==> src/rtl/led_flash_sequencer.sv <==
// led_flash_sequencer: plays a timed win/fail blink sequence on 16 LEDs and drives the LED mux select.
module led_flash_sequencer #(
    parameter int          TICKS_PER_PHASE = 25_000_000,
    parameter int          NUM_BLINKS      = 3,
    parameter logic [15:0] WIN_PATTERN     = 16'hFFFF,
    parameter logic [15:0] FAIL_PATTERN    = 16'hAAAA
) (
    input  logic        clk,
    input  logic        reset,
    input  logic        req_win,
    input  logic        req_fail,
    input  logic        cancel,
    output logic        flash,
    output logic [15:0] pattern,
    output logic        busy,
    output logic        is_fail,
    output logic        done
);
    localparam int PW = $clog2(TICKS_PER_PHASE + 1);
    localparam int BW = $clog2(NUM_BLINKS + 1);
    typedef enum logic [1:0] {IDLE, ON, OFF} state_t;
    state_t state, state_n;
    logic [PW-1:0] phase_cnt, phase_cnt_n;
    logic [BW-1:0] blink_cnt, blink_cnt_n;
    logic is_fail_n, done_n, phase_end, last_blink;
    assign phase_end  = phase_cnt == PW'(TICKS_PER_PHASE - 1);
    assign last_blink = blink_cnt == BW'(NUM_BLINKS - 1);
    always_comb begin
        state_n     = state;
        phase_cnt_n = '0;
        blink_cnt_n = blink_cnt;
        is_fail_n   = is_fail;
        done_n      = 1'b0;
        case (state)
            IDLE: begin
                blink_cnt_n = '0;
                if (req_fail || req_win) begin
                    state_n   = ON;
                    is_fail_n = req_fail;
                end
            end
            ON: begin
                if (cancel) begin
                    state_n     = IDLE;
                    blink_cnt_n = '0;
                end else if (phase_end) state_n = OFF;
                else phase_cnt_n = phase_cnt + 1'b1;
            end
            OFF: begin
                if (cancel) begin
                    state_n     = IDLE;
                    blink_cnt_n = '0;
                end else if (phase_end) begin
                    state_n     = last_blink ? IDLE : ON;
                    blink_cnt_n = last_blink ? '0 : blink_cnt + 1'b1;
                    done_n      = last_blink;
                end else phase_cnt_n = phase_cnt + 1'b1;
            end
            default: state_n = IDLE;
        endcase
    end
    // Outputs are registered from the next state so they change on the same edge as the state.
    always_ff @(posedge clk) begin
        if (reset) begin
            state     <= IDLE;
            phase_cnt <= '0;
            blink_cnt <= '0;
            flash     <= 1'b0;
            pattern   <= '0;
            busy      <= 1'b0;
            is_fail   <= 1'b0;
            done      <= 1'b0;
        end else begin
            state     <= state_n;
            phase_cnt <= phase_cnt_n;
            blink_cnt <= blink_cnt_n;
            flash     <= state_n != IDLE;
            pattern   <= state_n == ON ? (is_fail_n ? FAIL_PATTERN : WIN_PATTERN) : '0;
            busy      <= state_n != IDLE;
            is_fail   <= is_fail_n;
            done      <= done_n;
        end
    end
endmodule

==> config.mk <==
export PLATFORM = sky130hd
export DESIGN_NAME = led_flash_sequencer
export DESIGN_NICKNAME = d
export VERILOG_FILES = /design/src/rtl/led_flash_sequencer.sv
export SDC_FILE = /design/constraint.sdc
export NUM_CORES = 1
export LEC_CHECK = 0
export ABC_CLOCK_PERIOD_IN_PS = 2600
export CORE_MARGIN = 4
export CORE_UTILIZATION = 61
export CTS_CLUSTER_DIAMETER = 50
export DETAILED_ROUTE_END_ITERATION = 6
export DONT_BUFFER_PORTS = 1
export HOLD_SLACK_MARGIN = 0.08
export PLACE_DENSITY = 0.77
export SETUP_SLACK_MARGIN = 0.1
export SLEW_MARGIN = 10
export SYNTH_ARGS = -nofsm -noshare
export SYNTH_HDL_FRONTEND = slang
export SYNTH_SLANG_ARGS = --single-unit
==> constraint.sdc <==
create_clock -name clk -period 2.6 [get_ports clk]
set_input_delay 0.13 -clock clk [delete_from_list [all_inputs] [get_ports clk]]
set_output_delay 0.13 -clock clk [all_outputs]
set_load 0.005 [all_outputs]
* Word-level counts from Yosys, hierarchy flattened
Index checks and enable logic that the tools add are counted.
Widths: inputs -> output; s select.
** Word-level totals
- Flip-flop bits (word level) :: 48
- Input bits :: 5
- Output and inout bits :: 20
- Logic and storage cells :: 44
** Operators by class
- Add/sub/neg operators :: 2
- Equal/unequal tests :: 7
- Multiplexer cells :: 15
- Bitwise gates (word level) :: 4
- Reduce and logical (&&, ||, !) cells :: 9
** Operator list (count)
- $add 25x1->25 const B :: 1
- $eq 25x25->1 const B :: 1
- $mux 2 :: 9
- $mux 15 :: 1
- $pmux 2 s3 :: 2
- $reduce_or 4->1 :: 2
- $eq 2x1->1 const B :: 2
- $eq 2x2->1 const B :: 2
- $not 1->1 :: 4
- $reduce_or 2->1 :: 2
- $mux 1 :: 3
- $ne 3x3->1 const B :: 1
- $reduce_and 3->1 :: 1
- $reduce_bool 3->1 :: 1
- $add 2x1->2 const B :: 1
- $logic_not 2->1 :: 1
- $ne 2x2->1 const B :: 1
- $reduce_bool 2->1 :: 1
- $logic_or 1x1->1 :: 1

* Longest topological paths before layout
Gate-level depths: netlist (run 1).
- Depth after elaboration :: 8
- Mapped depth :: 8
- Mapped depth without buffers :: 6

* Least setup slack after synthesis (run 1)
Ideal clock, no wire load.
- Path type :: register to register
- Start :: register phase_cnt[15]
- End :: register pattern[13]
- Library setup time :: 117 ps
- Arrival :: 2082 ps
- Required time :: 2483 ps
- Path slack :: 401 ps
- Stages on the path, launching flop included :: 6
- Path buffers :: 0
- Period minus slack after synthesis :: 2199 ps
- Path through :: dfxtp_1 > or4b_1 > or4_4 > nor2_1 > mux2i_1 > and3b_2
** Between the ends
- Longest elaborated chain between the ends :: 7
** RTL lines
- start: declaration :: RTL line 23 : logic [PW-1:0] phase_cnt, phase_cnt_n;
- start signal: assignment :: RTL line 75 : phase_cnt <= phase_cnt_n;
- $eq 25x25->1 * :: RTL line 26 : assign phase_end = phase_cnt == PW'(TICKS_PER_PHASE - 1);
- $mux 2, on equally long branches :: RTL line 53, 46
- $mux 2, on equally long branches :: RTL line 50, 43
- $pmux 2 s3 * :: RTL line 34 : case (state)
- $eq 2x1->1 * :: RTL line 78 : pattern <= state_n == ON ? (is_fail_n ? FAIL_PATTERN : WIN_PATTERN) : '0;
- $not 1->1 (no source line) *
- $reduce_or 2->1 (no source line) *
- end signal: assignment :: RTL line 78
- end: declaration :: RTL line 14 : output logic [15:0] pattern,
Every way passes the cells marked *; elsewhere a longest branch is shown, timed or not.
A chain may end at the register's enable or synchronous reset.

* Worst setup path after layout (run 1)
Same ends and word-level chain as after synthesis.

==> impl_results.md, run 1 <==
* Die ar. at 3600 um2
* Largest net degree at the start of global routing at 26
* I/O pin cnt at 25
* Worst-margin pin slew at 414 ps
* Mapped cell area at ~1600 um2
* IO Port Bufs at 0
* GRT Total Usage at 0.193
* Hold Path Stages at 3
* Hold endpoint: pattern[14]$_SDFF_PP0_
* Yosys reg bits at 34
* Skew-Pair Late Insertion Delay at about 340 ps
* Max frequency at ~430 MHz
* Worst slew margin at 0.724
* CTS tree: done
* Setup violators final at 0
* Starting density of the core at 0.654
* Sequential share of power at 0.640
* Worst Min Path Start: req_win
* CTS HTree Levels at 2
* Startpoint types: register
* Utilization after layout at 0.659
* PnR worst setup slack at 262 ps
* CP Class: reg2reg
* Final nets at between 150 and 200
* Sequential share of the synthesized area at 0.413
* NetSw at roughly 200 uW
* R2R cell count at 5
* Instance count of the mapped netlist at between 150 and 200
* Post-route ant nets at 0
* Worst reg2reg endpoint: pattern[13]$_SDFF_PP0_
* Clock root buffer: clkbuf_4
* Count of cells resized by post-cts repair at 0
* Row Count at 18
* First-pass detailed-route iteration total at 4
* Clk slew on worst S/H paths at roughly 100 ps
* EDFF count, synth at 0
* Crit path max fanout at 5
* Crit path arrival time at about 2600 ps
* Vias in the first global route at 1202
* Tcrit/Tclk final at 0.899
* Synth Flop Type: dfxtp_1
* Cts bufs inserted at 5
* Hold WC Path Type: in2reg
* Mapped Nets at approximately 200
* Ys async rst share at 0
* Syn-to-layout area delta at 0.758%
* Required time of the critical path at about 2800 ps
* Status: complete, no violations
* Net Sw Frac at 0.234
* Total power draw at approximately 850 uW
* Final hold vios at 0
* Routability cong. at around 0.80
* Max Cap Viol at 0
* Clock sink count at 34
* Syn_area_per_cell at ~8.8 um2
* Core Footprint at roughly 2500 um2
* Layout Skew at approximately 14 ps
* RSZ-0062 raised after global routing: false
* Fin crit period at between 2000 and 2500 ps
* Via count at ~1200
* Total grt overflow at 0
* Initial DRC count at 38
* Pwr per Cell Area at ~500 nW/um2
* Share of layout cells above drive strength 1 at 0.0769
* Clock power share at 0.312
* Comb power frac at 0.047
* FF-to-FF Start: phase_cnt[15]$_SDFF_PP0_
* Peak supply drop at approximately 0.49 mV
* Ys Warns at 0
* WL/cell at 14.0 um
* Width of the chip at roughly 60 um
* Initial antenna violation count at 0
* Clock Path Buffers at 2
* Hold WS at roughly 150 ps
* Vias per Instance at 5.65
* Setup TNS at 0 ps
* Post-DP HPWL at 2200 um
* Crit. End Element: register
* DRC viols at 0
* Reg2reg setup slack at approximately 260 ps
* Setup Slack @ Placement at 243 ps
* Die Ht at between 50 and 60 um
* Max-slew violation count at 0
* Global-route wire length before repair at between 4000 and 5000 um
* Cell internal pwr at roughly 650 uW
* Number of library cell types mapped by synthesis at 33
* LEAKAGE at 0.573 nW
* Final WL at just under 3000 um
* Ant diodes at 0
## critical path, stage by stage, from the launching register on
cell and delay (ps):
dfxtp_1 350, or4b_1 530, or4_4 560, nor2_1 240, mux2i_1 330, and3b_2 240
## layer usage
layer  track usage  vias up  routed length, um
met5             0        -                  0
met4         0.127        0                 64
met1         0.212      563               1280
met3        0.0670        7                162
met2         0.312       25               1460
li1              -      603                  -
## cells in the final DEF (no fill, tap or decap), drive strengths merged
cell type / count
a21boi: 1
a21oi: 2
a22oi: 1
and3: 1
and3b: 2
and4b: 1
buf: 3
clkbuf: 7
dfxtp: 34
dlygate4sd3: 3
ha: 6
inv: 5
mux2i: 1
nand2: 12
nand2b: 1
nand3: 12
nand3b: 1
nand4: 6
nor2: 35
nor2b: 2
nor3: 7
nor4: 2
o21ai: 3
o21ba: 1
o31ai: 2
o32ai: 1
or2: 1
or3b: 1
or4: 2
or4b: 3
xnor2: 7
xor2: 16
## cells in the mapped netlist (all sizes together), types with 2 or more instances
master	instances	area share
nand2	12	0.027
a21oi	2	0.0061
o31ai	2	0.0091
nor4	2	0.0076
xnor2	7	0.037
nand4	6	0.023
buf	18	0.082
or4	2	0.011
ha	6	0.046
nor2b	2	0.0076
dfxtp	34	0.41
nor3	7	0.021
o21ai	3	0.0091
xor2	16	0.085
or4b	3	0.018
inv	5	0.011
nor2	35	0.080
and3b	2	0.011
nand3	12	0.036
## stage by stage
step	instance area (um2)	cells
after floorplan	1650	187
after global routing	1660	212
after CTS	1660	212
after detailed placement	1590	202
final	1660	212
after global placement	1590	202
## worst max-delay path by stage
stage                                        start                endpoint  slack, ps  cells after the start
after floorplan           phase_cnt[15]$_SDFF_PP0_  pattern[13]$_SDFF_PP0_        400                      5
after global placement    phase_cnt[15]$_SDFF_PP0_  pattern[13]$_SDFF_PP0_        310                      5
after detailed placement  phase_cnt[15]$_SDFF_PP0_  pattern[13]$_SDFF_PP0_        240                      5
after CTS                 phase_cnt[15]$_SDFF_PP0_  pattern[13]$_SDFF_PP0_        250                      5
after global routing      phase_cnt[14]$_SDFF_PP0_  pattern[13]$_SDFF_PP0_        140                      5
final                     phase_cnt[15]$_SDFF_PP0_  pattern[13]$_SDFF_PP0_        260                      5
## flip-flops by register name, summed over array words and instances (netlist names)
register and cells:
state 2, phase_cnt 25, is_fail 1, done 1, blink_cnt 2, pattern 2
busy 1
## power by group through the flow
stage | clock network, mW | registers [mW] | logic [mW]
2_1_floorplan | 0 | 0.549 | 0.0593
3_3_place_gp | 0 | 0.555 | 0.0321
3_5_place_dp | 0 | 0.556 | 0.0328
4_1_cts | 0.274 | 0.544 | 0.0392
5_1_grt | 0.297 | 0.547 | 0.0448
6_report | 0.265 | 0.543 | 0.0400
## kinds of logic (layout without fill, tap and decap cells)
group,Yosys count,after routing,synth area share
multiplexers,1,1,0.00607
AO/OA/AOI/OAI,11,11,0.0493
adder cells (fa/ha/maj),6,6,0.0455
flip-flops,34,34,0.413
AND/OR/NAND/NOR,89,89,0.271
XOR/XNOR,23,23,0.122
buffers and inverters,23,18,0.0933
## repair_timing
| item | CTS | global route |
|---|---|---|
| buffers inserted | 0 | 0 |
| hold buffers | 3 | 0 |
| hold endpoints to repair | 9 | 0 |
## cell type report
type                            instances  area, um2
Timing Repair Buffer                    6       65.1
Fill cell                             217        861
Tap cell                               30       37.5
Inverter                                5       18.8
Multi-Input combinational cell        130        815
Sequential cell                        34        681
Clock buffer                            7       45.0
(Power assumes the default switching activity.)
==> run 2: changes to the inputs <==
Settings changed: PLACE_DENSITY 0.77 to 0.88.
==> run 2 against run 1 <==
  * Largest cell class unchanged
  * Worst hold slack got worse by 6.0 ps
  * Sequential share of layout area shrank 0.96 points
  * Clock power is 45% higher
  * Flip-flop and latch count unchanged
  * Cell count increased by 0.47%
  * Sequential power hardly changed
  * Highest routed layer unchanged
  * Setup slack got worse by 26 ps
  * Wire length up 1.6%
  * Combinational power about the same
  * Critical endpoint unchanged
  * Total power is 14% higher
  * Clock skew decreased by 5.9 ps
  * Critical path type unchanged
  * Global-route usage up 0.70 points
==> impl_results.md, run 2 (synthesis results as in run 1) <==
* Crit path max fanout at 6 (+1)
* Status: complete, no violations
* Required time of the critical path at 2840 ps (about the same)
* Most frequent cells in the layout: nor2_1 (34), dfxtp_1 (34), xor2_1 (16)
* First-pass detailed-route iteration total at 5 (+1)
* Final WL at 3010 um (+1.6%)
* Setup Slack @ Placement at 203 ps (-40.0 ps)
* Crit path arrival time at 2600 ps (+20 ps)
* Total power draw at 968 uW (+14%)
* Initial DRC count at 29 (-24%)
* IO Port Bufs at 0 (unchanged)
* Met1 GRT Util at 0.214 (+0.00209)
* Worst-margin pin slew at 398 ps (-15.9 ps)
* Crit. End Element: register
* CP peak stage delay at 570 ps (about the same)
* Routability cong. at 0.832 (+4.5%)
* Fillers at 215 (-0.92%)
* DRC viols at 0 (unchanged)
* Multi-input gate area at 817 um2 (+0.31%)
* Skew-Pair Late Insertion Delay at 340 ps (about the same)
* Final nets at 193 (unchanged)
* CP Class: reg2reg
* Largest net degree at the start of global routing at 26 (unchanged)
* CTS tree: done
* GR Util met3 at 0.0518 (-0.0151)
* Fin crit period at 2360 ps (+26.4 ps)
* Setup crit start: phase_cnt[14]$_SDFF_PP0_
* Max-slew violation count at 0 (unchanged)
* Total grt overflow at 0 (unchanged)
* FF-to-FF Start: phase_cnt[14]$_SDFF_PP0_
* Clk slew on worst S/H paths at 100 ps (about the same)
* I/O pin cnt at 25 (unchanged)
* Vias per Instance at 5.75 (+1.7%)
* Met2 GRT Util at 0.353 (+0.0417)
* Starting density of the core at 0.654 (unchanged)
* Post-DP HPWL at 2170 um (-1.4%)
* Buf/Inv on CP at 0 (unchanged)
* CTS HTree Levels at 2 (unchanged)
* Setup violators final at 0 (unchanged)
* WL/cell at 14.1 um (+1.1%)
* Layout Skew at 7.63 ps (-5.88 ps)
* Clock sink count at 34 (unchanged)
* FF+latch area at 681 um2 (unchanged)
* Syn-to-layout area delta at 3.19%
* Hold WC Path Type: in2reg
* GR peak layer: met2
* Worst Min Path Start: req_win
* Share of layout cells above drive strength 1 at 0.0984 (+0.0214)
* Vias in the first global route at 1246 (+3.7%)
* Hold WS at 145 ps (-5.97 ps)
* Tcrit/Tclk final at 0.909 (+0.0101)
* PnR worst setup slack at 236 ps (-26.4 ps)
* Max frequency at 423 MHz (-1.1%)
* Width of the chip at 60.0 um (unchanged)
* Setup TNS at 0 ps (unchanged)
* Die Ht at 60.0 um (unchanged)
* Initial antenna violation count at 0 (unchanged)
* Sequence of cells on the critical path: or4b_1, or4_4, nor2_2, mux2i_1, and3b_2
* Core Footprint at 2520 um2 (unchanged)
* Utilization after layout at 0.675 (+0.0159)
* Final hold vios at 0 (unchanged)
* Row Count at 18 (unchanged)
* Cell family with most CP delay: simple AND/OR/NAND/NOR gates
* Post-CTS setup buffers at 0 (unchanged)
* Critical path's slowest cell: or4_4
* Die ar. at 3600 um2 (unchanged)
* RSZ-0062 raised after global routing: false
* Startpoint types: register
* Worst slew margin at 0.734 (+0.0106)
* Ant diodes at 0 (unchanged)
* LEAKAGE at 0.585 nW (+2.1%)
* Biggest register: phase_cnt
* Via count at 1224 (+2.2%)
* Max Cap Viol at 0 (unchanged)
* Cts bufs inserted at 5 (unchanged)
* Clock root buffer: clkbuf_4
* Number of flip-flops under the largest register name at 25 (unchanged)
* Pwr per Cell Area at 569 nW/um2 (+11%)
* Global-route wire length before repair at 5350 um (+7.0%)
* Peak supply drop at 0.501 mV (+1.9%)
* Post-route ant nets at 0 (unchanged)
* Clock Path Buffers at 2 (unchanged)
* GRT Total Usage at 0.200 (+0.00696)
run 2: cell count changes in the layout (fill, tap and decap cells not counted), sizes merged:
cell | previous run | this run
clkbuf | 7 | 5
bufinv | 0 | 1
clkinvlp | 0 | 2
run 2: worst paths after layout:
check / end / slack (ps) / cells past startpoint
worst min-delay path: pattern[14]$_SDFF_PP0_ / 150 / 3
worst min register to register: phase_cnt[0]$_SDFF_PP0_ / 460 / 1
worst max register to register: pattern[13]$_SDFF_PP0_ / 240 / 5
worst max-delay path: pattern[13]$_SDFF_PP0_ / 240 / 5
run 2: area by class of cell:
| type | instances | share of cell area |
|---|---|---|
| tap | 30 | 0.0221 |
| clock buffer | 5 | 0.0221 |
| sequential | 34 | 0.400 |
| clock inverter | 3 | 0.0265 |
| multi-input combinational | 130 | 0.480 |
| inverter | 5 | 0.0110 |
| timing repair buffer | 6 | 0.0382 |
run 2: timing repair:
| item | CTS | global route |
|---|---|---|
| hold endpoints to repair | 9 | 0 |
| hold buffers | 3 | 0 |
| endpoints found under the setup margin | 0 | 2 |
| gates resized for setup | 0 | 1 |
run 2: power by group:
group | switching, mW | internal, mW
logic | 0.0210 | 0.0193
clock network | 0.183 | 0.202
registers | 0.0145 | 0.529
run 2: layer usage:
metal	vias up	wire length, um
li1	607	-
met1	562	1240
met2	44	1520
met3	11	161
met4	0	81
met5	-	0
run 2: worst register-to-register path, stage by stage (launching register included):
cell     delay, ps
dfxtp_1        460
or4b_1         480
or4_4          570
nor2_2         210
mux2i_1        320
and3b_2        240
run 2: metrics by stage:
step	instance area (um2)	instances
after floorplan	1650	187
after detailed placement	1590	202
after global placement	1590	202
after CTS	1700	213
after global routing	1700	213
final	1700	213
